**src/rtl/mem_test_sequencer_pkg.sv**
```systemverilog
// Shared types and defaults for the RAM write/verify sequencer.
package mem_test_sequencer_pkg;

  typedef enum logic [2:0] {
    StIdle   = 3'd0,
    StInit   = 3'd1,
    StWrite  = 3'd2,
    StPreset = 3'd3,
    StRead   = 3'd4,
    StDrain  = 3'd5,
    StDone   = 3'd6
  } state_e;

  localparam logic [7:0] DefaultPattern = 8'hA5;

endpackage

```
**src/rtl/mem_test_sequencer_rd_checker.sv**
```systemverilog
// One-deep read-compare pipeline with saturating error count and first-failure address capture.
module mem_test_sequencer_rd_checker #(
  parameter int unsigned ADDR_W = 4,
  parameter int unsigned DATA_W = 8,
  parameter int unsigned ERR_W  = 8
) (
  input  logic              clk,
  input  logic              reset,
  input  logic              clear,
  input  logic              push,
  input  logic [ADDR_W-1:0] push_addr,
  input  logic [DATA_W-1:0] push_data,
  input  logic [DATA_W-1:0] rdata,
  output logic [ERR_W-1:0]  err_count,
  output logic [ADDR_W-1:0] first_err_addr
);

  logic              valid_q;
  logic [ADDR_W-1:0] addr_q;
  logic [DATA_W-1:0] exp_q;
  logic              mismatch;

  // rdata arrives the cycle after the read, aligned with the stored slot.
  assign mismatch = valid_q && (rdata != exp_q);

  always_ff @(posedge clk) begin
    if (reset || clear) begin
      valid_q        <= 1'b0;
      addr_q         <= '0;
      exp_q          <= '0;
      err_count      <= '0;
      first_err_addr <= '0;
    end else begin
      valid_q <= push;
      addr_q  <= push_addr;
      exp_q   <= push_data;
      if (mismatch) begin
        if (err_count != {ERR_W{1'b1}}) begin
          err_count <= err_count + ERR_W'(1);
        end
        if (err_count == '0) begin
          first_err_addr <= addr_q;
        end
      end
    end
  end

endmodule

```
**src/rtl/mem_test_sequencer.sv**
```systemverilog
// Drives an external address_generator to run one ascending write / descending verify RAM sweep.
module mem_test_sequencer
  import mem_test_sequencer_pkg::*;
#(
  parameter int unsigned       ADDR_W  = 4,
  parameter int unsigned       DATA_W  = 8,
  parameter logic [DATA_W-1:0] PATTERN = DATA_W'(DefaultPattern),
  parameter int unsigned       ERR_W   = 8
) (
  input  logic              clk,
  input  logic              reset,
  input  logic              start,
  output logic              busy,
  output logic              done,
  output logic              pass,
  output logic [ERR_W-1:0]  err_count,
  output logic [ADDR_W-1:0] first_err_addr,
  output logic              ag_reset,
  output logic              ag_preset,
  output logic              ag_en,
  output logic              ag_up_down,
  input  logic [ADDR_W-1:0] ag_address,
  input  logic              ag_carry,
  output logic              mem_we,
  output logic              mem_re,
  output logic [ADDR_W-1:0] mem_addr,
  output logic [DATA_W-1:0] mem_wdata,
  input  logic [DATA_W-1:0] mem_rdata
);

  state_e            state_q, state_d;
  logic              start_ok;
  logic              stay_done;
  logic [DATA_W-1:0] pattern_data;

  assign pattern_data = PATTERN ^ DATA_W'(ag_address);
  assign mem_addr     = ag_address;
  assign mem_wdata    = pattern_data;

  always_comb begin
    state_d  = state_q;
    start_ok = 1'b0;
    unique case (state_q)
      StIdle, StDone: begin
        if (start) begin
          state_d  = StInit;
          start_ok = 1'b1;
        end
      end
      StInit:   state_d = StWrite;
      StWrite:  if (ag_carry) state_d = StPreset;
      StPreset: state_d = StRead;
      StRead:   if (ag_carry) state_d = StDrain;
      StDrain:  state_d = StDone;
      default:  state_d = StIdle;
    endcase
  end

  // done/pass register one cycle after entering DONE so they see the settled final count.
  assign stay_done = (state_q == StDone) && (state_d == StDone);

  always_ff @(posedge clk) begin
    if (reset) begin
      state_q    <= StIdle;
      busy       <= 1'b0;
      done       <= 1'b0;
      pass       <= 1'b0;
      ag_reset   <= 1'b0;
      ag_preset  <= 1'b0;
      ag_en      <= 1'b0;
      ag_up_down <= 1'b0;
      mem_we     <= 1'b0;
      mem_re     <= 1'b0;
    end else begin
      state_q    <= state_d;
      busy       <= (state_d != StIdle) && !stay_done;
      done       <= stay_done;
      pass       <= stay_done && (err_count == '0);
      ag_reset   <= (state_d == StInit);
      ag_preset  <= (state_d == StPreset);
      ag_en      <= (state_d == StWrite) || (state_d == StRead);
      ag_up_down <= (state_d == StWrite);
      mem_we     <= (state_d == StWrite);
      mem_re     <= (state_d == StRead);
    end
  end

  mem_test_sequencer_rd_checker #(
    .ADDR_W(ADDR_W),
    .DATA_W(DATA_W),
    .ERR_W (ERR_W)
  ) u_rd_checker (
    .clk           (clk),
    .reset         (reset),
    .clear         (start_ok),
    .push          (mem_re),
    .push_addr     (ag_address),
    .push_data     (pattern_data),
    .rdata         (mem_rdata),
    .err_count     (err_count),
    .first_err_addr(first_err_addr)
  );

endmodule

```
**config.mk**
```make
export PLATFORM = sky130hd
export DESIGN_NAME = mem_test_sequencer
export DESIGN_NICKNAME = d
export VERILOG_FILES = /design/src/rtl/mem_test_sequencer_pkg.sv /design/src/rtl/mem_test_sequencer_rd_checker.sv /design/src/rtl/mem_test_sequencer.sv
export SDC_FILE = /design/constraint.sdc
export NUM_CORES = 1
export LEC_CHECK = 0
export ABC_CLOCK_PERIOD_IN_PS = 3400
export CAP_MARGIN = 20
export CORE_MARGIN = 2
export CORE_UTILIZATION = 40
export CTS_CLUSTER_SIZE = 16
export DETAILED_ROUTE_END_ITERATION = 6
export PLACE_DENSITY = 0.66
export SLEW_MARGIN = 20
export SYNTH_ARGS = -nofsm -noshare
export SYNTH_HDL_FRONTEND = slang
export SYNTH_HIERARCHICAL = 1
export SYNTH_SLANG_ARGS = --single-unit
```
**constraint.sdc**
```tcl
create_clock -name clk -period 3.4 [get_ports clk]
set_input_delay 0.68 -clock clk [delete_from_list [all_inputs] [get_ports clk]]
set_output_delay 0.68 -clock clk [all_outputs]
set_load 0.005 [all_outputs]
```
; ---- Word-level counts from Yosys, hierarchy flattened
; Cells that the tools add are included.
[op_classes]
n_addsub = 1
n_eq_ne = 13
mux = 6
bitwise = 1
reduce_logical = 13
[ops]
columns = cell, count
row1 = 3-bit one-hot mux with 6 select lines, 1
row2 = "3-bit == test, second input constant", 5
row3 = "3-bit by 2-bit == test with 1-bit output, second input constant", 4
row4 = 3-bit two-way mux, 3
row5 = "8-bit by 1-bit adder with 8-bit output, second input constant", 1
row6 = 8-bit logical NOT, 1
row7 = 8-bit != test, 1
row8 = "8-bit != test, second input constant", 1
row9 = "3-bit by 1-bit == test with 1-bit output, second input constant", 2
row10 = 1-bit logical AND, 4
row11 = 2-bit inverter with 4-bit output, 1
row12 = 2-bit AND reduction, 2
row13 = 3-bit logical NOT, 1
row14 = 3-bit nonzero test, 1
row15 = 1-bit logical OR, 2
row16 = 1-bit two-way mux, 2
row17 = 2-bit OR reduction, 1
row18 = 1-bit logical NOT, 1
[word_totals]
register_bits = 36
inputBits = 16
output_inout_bits = 33
word_cells = 49

; ---- Longest topological paths before layout
; Gate-level depths: netlist of run 1.
[logic_depth]
depth_word = 7
depth_mapped = 7
ltp_nobuf = 7

; ---- By module
; The synthesis of run 1 kept the hierarchy.
[modules_own_cells]
columns = mod, instances, cells_each, area_each_um2, seq_area_each_um2
row1 = mem_test_sequencer_rd_checker, 1, 110, 1051.0, 500.5
row2 = mem_test_sequencer, 1, 73, 621.8, 220.2

; ---- Worst setup path before layout of run 1
; OpenSTA, ideal clock, no wires.
[synth_path]
path_type = input-to-reg
from = in mem_rdata[6]
to = reg u_rd_checker.err_count[4]
t_arrival_ns = 1.786
required_ns = 3.340
slack_ns = 1.555
cell_stages = 5
n_path_buf = 0
cell_sequence = xor2_1 -> nor4_2 -> a21boi_2 -> a311oi_1 -> a41o_1
[synth_via]
elab_chain_len = 3
[synth_lines]
columns = item, line_no
row1 = "start, declared", mem_test_sequencer.sv:28  ; input logic [DATA_W-1:0] mem_rdata
row2 = 8-bit != test, mem_test_sequencer_rd_checker.sv:24  ; assign mismatch = valid_q && (rdata != exp_q);
row3 = 1-bit logical AND, mem_test_sequencer_rd_checker.sv:24
row4 = 2-bit AND reduction (no line), --
row5 = "end signal, assigned", mem_test_sequencer_rd_checker.sv:39  ; err_count <= err_count + ERR_W'(1);
row6 = "end, declared", mem_test_sequencer_rd_checker.sv:14  ; output logic [ERR_W-1:0] err_count,
; Every way passes these cells.
; A chain may end at the register's enable or synchronous reset.

; ---- Worst setup path after layout of run 1
[layout_path]
from = in ag_address[1]
to = out mem_wdata[1]
[layout_lines]
columns = item, line_no
row1 = "start, declared", mem_test_sequencer.sv:22  ; input logic [ADDR_W-1:0] ag_address,
row2 = "end, declared", mem_test_sequencer.sv:27  ; output logic [DATA_W-1:0] mem_wdata,
; No word-level cell between the ends.

==> flow_summary.toml, run 1 <==
[sta]
timing.final.ws_setup_ns = 1.025
finClkSkew_ns = 0.002020
slew_viol_final = 0
min_period_ns = 2.375
finalHoldViolCount = 0
setup_viol = 0
grt_setup_unrepaired = "false"
tns_ns = 0
max_slew_margin = 0.6247
tightestPinTransition_ns = 0.5629
min_period_over_period = 0.6984
max_freq_mhz = 421.1

[worst_setup_path]
cp-start-kind = "input pin"
path_cells = "clkdlybuf4s50_1 > clkdlybuf4s50_1"
crit_fanout = 4
critPathTopFamily = "buffers and inverters"
regToRegSetupSlack_ns = 1.49
rr_endpoint = "ag_reset"
cp.arrival_ns = 1.69
worstSetupPathType = "input pin to primary output"
end_kind = "primary output"
cp.required_ns = 2.72
r2r_cells = 6
reg2reg_from = "state_q[1]"
cp_common_cell = "clkdlybuf4s50_1"
critPathBufInv = 2
slowest_stage = "clkdlybuf4s50_1"
max_stage_delay_ns = 0.51

[worst_hold_path]
hold_path.class = "flip-flop to flip-flop"
holdPathStages = 2
hold_end = "u_rd_checker/first_err_addr[1]"
worst_hold_startpoint = "u_rd_checker/addr_q[1]"

[clocking]
clk-insertion-delay-late_ns = 0.28
cts_buffer_depth = 2
numCtsBuffers = 5
clk_pin_slew_ns = 0.06
post_cts_resized = 0
cts_tree = "yes"
hold_buffers = 0
cts_sinks = 36
post_cts_buffers = 0
htree_levels = 2
cts-root-buf = "clkbuf_8"

[layout]
multi_input_area_sq_um = 830.8
nets = 243
fillers = 377
mostFrequentLayoutCells = "clkdlybuf4s50_1, dfxtp_1, and2_1"
syn_to_final_growth_pct = 30.89
instances_no_fill = 275
drive_gt1_frac = 0.08000
num_antenna_cells = 0
layout_commonest_cell = "clkdlybuf4s50_1"
seq_area_sq_um = 720.7

[floorplanning]
core_region_area_sq_um = 4000
io_pins = 49
die_y_um = 68.67
dieArea_sq_um = 4716
initial_utilization = 0.4182
fp.dieW_um = 68.67
num_rows = 23

[yosys]
ys_seq_elements = 36
yosysSeqAreaShare = 0.4308
async_flop_share = 0
yosysWarnings = 6
avgSynthCellArea_sq_um = 9.141
syn_area_sq_um = 1673
synth-edff-count = 0
synth_ff_type = "dfxtp_1"
syn-instance-count = 183
ys_types = 45

[detailed_routing]
first_pass_iters = 4
ant_nets = 0
num_vias = 1348
via_per_inst = 4.902
wl_mm = 3.227
drc = 0
post_drt_wl_per_cell_um = 11.73
drt_iter0_drc = 85

[grt]
grt_util_all_layers = 0.1487
antenna_found_initial = 0
grt_max_degree = 26
grt_overflow_total = 0
first_global_vias = 1119
grt_pass1_wl_mm = 5.064

[run]
max_cap_viol_count = 0

[place]
placed_cells = 267
place_congestion = 0.7743
dp.final_hpwl_mm = 2.250
port_buffers = 44
pre_cts_slack_ns = 0.9657

[power_and_ir_drop]
p_leak_nw = 0.8914
p_total_w = 0.0008327
irDropWorstVdd_uv = 223.2
powerDensity_nw_per_um2 = 380.3

[outcome]
status = "completed"
## cell type report
| cell class | count | area share |
|---|---|---|
| tap | 50 | 0.02857 |
| inverter | 10 | 0.01714 |
| timing repair buffer | 45 | 0.2046 |
| sequential | 36 | 0.3291 |
| clock buffer | 8 | 0.04114 |
| multi-input combinational | 126 | 0.3794 |
## worst max-delay path by stage
stage | startpoint | end | slack, ns | cells past startpoint
after floorplan | mem_rdata[6] | u_rd_checker/err_count[4] | 1.55 | 5
after global placement | ag_address[3] | mem_wdata[3] | 1.02 | 2
after detailed placement | mem_rdata[6] | u_rd_checker/err_count[4] | 0.97 | 6
after CTS | ag_address[1] | mem_wdata[1] | 1.02 | 2
after global routing | ag_address[0] | mem_wdata[0] | 0.96 | 3
final | ag_address[1] | mem_wdata[1] | 1.03 | 2
## metrics by stage
| stage | util | hold slack (ns) | instance area (sq um) |
|---|---|---|---|
| 2_1_floorplan | - | 0.4208 | 1695 |
| 3_3_place_gp | 0.5249 | 0.4281 | 2100 |
| 3_5_place_dp | 0.5249 | 0.4459 | 2100 |
| 4_1_cts | 0.5474 | 0.4602 | 2190 |
| 5_1_grt | 0.5474 | 0.4815 | 2190 |
| 6_report | 0.5474 | 0.4537 | 2190 |
## registers in the layout, indices dropped and copies added, names as in the netlist, 3 cells and up
| signal | cells |
|---|---|
| u_rd_checker/err_count | 8 |
| u_rd_checker/exp_q | 8 |
| u_rd_checker/addr_q | 4 |
| u_rd_checker/first_err_addr | 4 |
| state_q | 3 |
## synth_stat cells (3+ instances only)
library cell / n / area share
dfxtp_1: 36 / 0.43
and2_1: 13 / 0.049
buf_4: 11 / 0.049
nand2_1: 11 / 0.025
inv_1: 10 / 0.022
nor2_1: 10 / 0.022
o21ai_0: 10 / 0.030
xor2_1: 8 / 0.042
nand3_1: 7 / 0.021
a21oi_1: 5 / 0.015
a41o_1: 4 / 0.024
and3_1: 4 / 0.015
clkbuf_1: 4 / 0.0090
nor2b_1: 4 / 0.015
ha_1: 3 / 0.022
nand2b_1: 3 / 0.011
nor4_1: 3 / 0.011
## routing by layer
metal	global-route usage	vias to the layer above	routed length [um]
li1	-	695	-
met1	0.2014	605	1544
met2	0.2019	42	1389
met3	0.05844	6	228
met4	0.07500	0	64
met5	0	-	0
## report_power, final
group / switching [W] / internal [W]
Combinational: 0.0000390 / 0.0000501
Sequential: 0.00000691 / 0.000434
Clock: 0.000137 / 0.000165
Total: 0.000183 / 0.000650
## logic make-up after synthesis
logic type,Yosys count,synth area share
adder cells (fa/ha/maj),3,0.02244
flip-flops,36,0.4308
AND/OR/NAND/NOR,67,0.2296
other,2,0.004489
XOR/XNOR,9,0.05161
AO/OA/AOI/OAI,36,0.1563
multiplexers,3,0.01870
buffers and inverters,27,0.08601
Power figures use the tool's default switching activity.
==> inputs of run 2 (changes only) <==
--- a/config.mk
+++ b/config.mk
@@ -5,13 +5,13 @@
 export SDC_FILE = /design/constraint.sdc
 export NUM_CORES = 1
 export LEC_CHECK = 0
-export ABC_CLOCK_PERIOD_IN_PS = 3400
+export ABC_CLOCK_PERIOD_IN_PS = 2100
 export CAP_MARGIN = 20
 export CORE_MARGIN = 2
 export CORE_UTILIZATION = 40
 export CTS_CLUSTER_SIZE = 16
 export DETAILED_ROUTE_END_ITERATION = 6
-export PLACE_DENSITY = 0.66
+export PLACE_DENSITY = 0.69
 export SLEW_MARGIN = 20
 export SYNTH_ARGS = -nofsm -noshare
 export SYNTH_HDL_FRONTEND = slang
==> constraint.sdc (replaced) <==
create_clock -name clk -period 2.1 [get_ports clk]
set_input_delay 0.42 -clock clk [delete_from_list [all_inputs] [get_ports clk]]
set_output_delay 0.42 -clock clk [all_outputs]
set_load 0.005 [all_outputs]
==> run 2 against run 1 <==
Against the previous run: clock power up 65%; power grew 64%; worst hold slack improved by 0.0053 ns; combinational power grew 73%; highest routed layer unchanged; clock-buffer cell count decreased by 3; sequential power is 61% higher; first-iteration DRC count increased by 11%; non-clock buffer count increased by 3; core utilization increased by 0.94 points; sequential share of layout area is 0.55 points lower.
==> flow_summary.toml, run 2 (same netlist as run 1, synthesis figures left out) <==
[floorplanning]
die_y_um = 68.67
initial_utilization = 0.4182
dieArea_sq_um = 4716
num_rows = 23
io_pins = 49
fp.dieW_um = 68.67
core_region_area_sq_um = 4000

[detailed_routing]
wl_mm = 3.229
ant_nets = 0
num_vias = 1359
post_drt_wl_per_cell_um = 11.62
drt_iter0_drc = 94
drc = 0
via_per_inst = 4.888
first_pass_iters = 4

[worst_setup_path]
end_kind = "primary output"
startpoint = "ag_address[3]"
cp.required_ns = 1.68
slowest_stage = "clkdlybuf4s50_1"
cp.arrival_ns = 1.45
worstSetupPathType = "input pin to primary output"
max_stage_delay_ns = 0.52
cp_common_cell = "clkdlybuf4s50_1"
reg2reg_from = "state_q[2]"
crit_fanout = 4
cp-start-kind = "input pin"
critPathTopFamily = "buffers and inverters"
critPathBufInv = 2
path_cells = "clkdlybuf4s50_1 > clkdlybuf4s50_1"

[sta]
finalHoldViolCount = 0
max_freq_mhz = 533.5
tns_ns = 0
tightestPinTransition_ns = 0.5709
min_period_ns = 1.874
max_slew_margin = 0.6194
slew_viol_final = 0
min_period_over_period = 0.8926
grt_setup_unrepaired = "false"
finClkSkew_ns = 0.008341
setup_viol = 0
timing.final.ws_setup_ns = 0.2256

[grt]
grt_overflow_total = 0
antenna_found_initial = 0
first_global_vias = 1150
grt_util_all_layers = 0.1504
grt_pass1_wl_mm = 5.250
grt_max_degree = 26

[power_and_ir_drop]
p_total_w = 0.001362
irDropWorstVdd_uv = 427.2
powerDensity_nw_per_um2 = 611.7
p_leak_nw = 0.9045

[worst_hold_path]
hold_path.class = "flip-flop to flip-flop"
worst_hold_startpoint = "u_rd_checker/addr_q[3]"

[clocking]
cts_tree = "yes"
cts_buffer_depth = 2
hold_buffers = 0
cts_sinks = 36
cts-root-buf = "clkbuf_8"
numCtsBuffers = 5
htree_levels = 2
clk_pin_slew_ns = 0.08
post_cts_resized = 0
clk-insertion-delay-late_ns = 0.29
post_cts_buffers = 0

[layout]
syn_to_final_growth_pct = 33.13
drive_gt1_frac = 0.1009
top_regs = "u_rd_checker/err_count: 8 flops, u_rd_checker/exp_q: 8 flops"
final_core_util = 0.5568
instances_no_fill = 278
num_antenna_cells = 0
mostFrequentLayoutCells = "clkdlybuf4s50_1, dfxtp_1, and2_1"
nets = 246
layout_commonest_cell = "clkdlybuf4s50_1"

[place]
port_buffers = 44
pre_cts_slack_ns = -0.03913
place_congestion = 0.8097
dp.final_hpwl_mm = 2.324
placed_cells = 270

[run]
max_cap_viol_count = 0

[outcome]
status = "completed"
run 2: cell types whose count changed in the layout (fill, tap and decap cells not counted):
cell        previous run  this run
clkinv_4               0         1
clkinvlp_4             0         2
buf_12                 0         1
clkbuf_8               6         5
buf_4                  1         3
clkbuf_1               2         0
run 2: layout make-up:
| class | count | area [sq um] |
|---|---|---|
| clock buffer | 5 | 68.82 |
| clock inverter | 3 | 23.77 |
| fill | 381 | 1773 |
| inverter | 10 | 37.54 |
| multi-input combinational | 126 | 830.8 |
| sequential | 36 | 720.7 |
| tap | 50 | 62.56 |
| timing repair buffer | 48 | 483.0 |
run 2: worst paths after layout:
check                              endpoint  slack, ns  depth (start not counted)
max                             mem_addr[3]       0.23                          2
min          u_rd_checker/first_err_addr[3]       0.46                          2
max reg2reg                           ag_en       0.32                          5
min reg2reg  u_rd_checker/first_err_addr[3]       0.46                          2
run 2: metrics by stage:
step	area, sq um	hold WS (ns)
floorplan	1695	0.4208
global placement	2135	0.4256
detailed placement	2135	0.4446
CTS	2227	0.4628
global route	2227	0.4835
finish	2227	0.4590
run 2: power breakdown:
group	leakage (nW)	switching (W)	internal, W
sequential	0.293	0.00000919	0.000703
combinational	0.571	0.0000668	0.0000873
clock	0.0404	0.000262	0.000235
total	0.904	0.000338	0.00102
run 2: per-layer routing:
metal	GRT usage	share of wire
met5	0	0
met4	0.06750	0.0081
met3	0.05032	0.070
met2	0.2151	0.45
met1	0.2034	0.47
==> inputs of run 3 (changes only) <==
--- a/config.mk
+++ b/config.mk
@@ -11,7 +11,7 @@
 export CORE_UTILIZATION = 40
 export CTS_CLUSTER_SIZE = 16
 export DETAILED_ROUTE_END_ITERATION = 6
-export PLACE_DENSITY = 0.69
+export PLACE_DENSITY = 0.72
 export SLEW_MARGIN = 20
 export SYNTH_ARGS = -nofsm -noshare
 export SYNTH_HDL_FRONTEND = slang
==> run 3 against run 2 <==
Against the previous run: sequential cell count unchanged; critical path depth unchanged; cell area increased by 0.11%; clock-buffer cell count up 1; combinational power fell by 3%; sequential share of layout area about the same; core utilization up 0.063 points; die area is the same; setup slack improved by 0.0072 ns; via count is 0.96% lower; power grew 6.8%; clock power up 20%.
==> flow_summary.toml, run 3 (same netlist as run 1, synthesis figures left out) <==
[power_and_ir_drop]
p_seq_frac = 0.490
p_leak_nw = 0.9154
powerDensity_nw_per_um2 = 652.8
p_total_w = 0.001455
p_switching_w = 0.0003167
power_frac_clock = 0.408
p_int_w = 0.001139
p_comb_frac = 0.102
swShare = 0.2176
irDropWorstVdd_uv = 438.3

[place]
dp.final_hpwl_mm = 2.409
placed_cells = 270
place_congestion = 0.8198
port_buffers = 44

[layout]
final_core_util = 0.5574
nets = 246
drive_gt1_frac = 0.09649
syn_to_final_growth_pct = 33.28
instances_no_fill = 278
top_regs = "u_rd_checker/err_count: 8 flops, u_rd_checker/exp_q: 8 flops"
fillers = 386
layout_commonest_cell = "clkdlybuf4s50_1"
multi_input_area_sq_um = 830.8
mostFrequentLayoutCells = "clkdlybuf4s50_1, dfxtp_1, and2_1"
seq_area_sq_um = 720.7
num_antenna_cells = 0

[floorplanning]
num_rows = 23
die_y_um = 68.67
io_pins = 49
core_region_area_sq_um = 4000
dieArea_sq_um = 4716
initial_utilization = 0.4182
fp.dieW_um = 68.67

[worst_setup_path]
critPathTopFamily = "buffers and inverters"
crit_fanout = 4
cp-start-kind = "input pin"
worstSetupPathType = "input pin to primary output"
end_kind = "primary output"
cp_common_cell = "clkdlybuf4s50_1"
regToRegSetupSlack_ns = 0.32
cp.arrival_ns = 1.45
r2r_cells = 5
max_stage_delay_ns = 0.52
cp.required_ns = 1.68
reg2reg_from = "state_q[2]"
slowest_stage = "clkdlybuf4s50_1"
path_cells = "clkdlybuf4s50_1 > clkdlybuf4s50_1"
rr_endpoint = "ag_en"
critPathBufInv = 2

[clocking]
cts-root-buf = "clkbuf_8"
cts_tree = "yes"
post_cts_resized = 0
hold_buffers = 0
clk_pin_slew_ns = 0.07
htree_levels = 2
clk-insertion-delay-late_ns = 0.29
cts_sinks = 36
post_cts_buffers = 0
numCtsBuffers = 5
cts_buffer_depth = 2

[detailed_routing]
first_pass_iters = 4
wl_mm = 3.261
drc = 0
via_per_inst = 4.842
num_vias = 1346
drt_iter0_drc = 41
post_drt_wl_per_cell_um = 11.73
ant_nets = 0

[sta]
slew_viol_final = 0
finalHoldViolCount = 0
tightestPinTransition_ns = 0.5145
max_slew_margin = 0.6570
setup_viol = 0
tns_ns = 0
grt_setup_unrepaired = "false"
finClkSkew_ns = 0.006866
min_period_ns = 1.867
hold_slack_ns = 0.4518
max_freq_mhz = 535.6
min_period_over_period = 0.8892

[outcome]
status = "completed"

[worst_hold_path]
hold_end = "u_rd_checker/first_err_addr[3]"
hold_path.class = "flip-flop to flip-flop"
worst_hold_startpoint = "u_rd_checker/addr_q[3]"
holdPathStages = 2

[grt]
first_global_vias = 1223
antenna_found_initial = 0
grt_overflow_total = 0
grt_util_all_layers = 0.1564
grt_max_degree = 22
grt_pass1_wl_mm = 5.375

[run]
max_cap_viol_count = 0
==> run 3: cell types whose count changed in the layout (fill, tap and decap cells not counted), sizes merged <==
cell | before | now
clkinvlp | 2 | 0
bufinv | 0 | 1
clkbuf | 5 | 6
==> run 3: layout make-up <==
type                       instances  share of cell area
sequential                        36              0.3232
clock inverter                     2             0.01571
multi-input combinational        126              0.3726
clock buffer                       6             0.03255
inverter                          10             0.01684
tap                               50             0.02806
timing repair buffer              48              0.2110
==> run 3: power by group through the flow <==
stage	combinational, W	sequential (W)	clock [W]
after floorplan	0.0000869	0.000728	0
after global placement	0.000148	0.000728	0
after detailed placement	0.000149	0.000728	0
after CTS	0.000150	0.000712	0.000618
after global routing	0.000165	0.000714	0.000649
final	0.000149	0.000712	0.000594
==> run 3: per-layer routing <==
metal  global-route usage  vias up  part of all wire
met2               0.2356       36              0.46
met4              0.08250        0             0.013
met1               0.1992      605              0.48
met3              0.04870        4             0.044
met5                    0        -                 0
li1                     -      701                 -
==> run 3: tightest hold or removal path, cell delays in order (launching register included) <==
cell and delay (ns):
dfxtp_1 0.31, nand3_1 0.05, o21ai_0 0.06
==> run 3: worst max-delay path by stage <==
| stage | start | end | depth (start not counted) |
|---|---|---|---|
| global route | u_rd_checker/err_count[0] | u_rd_checker/first_err_addr[2] | 6 |
| global placement | mem_rdata[5] | u_rd_checker/err_count[7] | 6 |
| floorplan | state_q[1] | ag_en | 6 |
| detailed placement | mem_rdata[6] | u_rd_checker/err_count[4] | 6 |
| finish | ag_address[3] | mem_wdata[3] | 2 |
| CTS | ag_address[1] | mem_wdata[1] | 2 |
==> run 3: through the flow <==
step	instance area, sq um	setup slack [ns]
floorplan	1695	0.4557
finish	2230	0.2328
CTS	2230	0.2258
global route	2230	0.08774
detailed placement	2122	-0.05452
global placement	2122	-0.007378
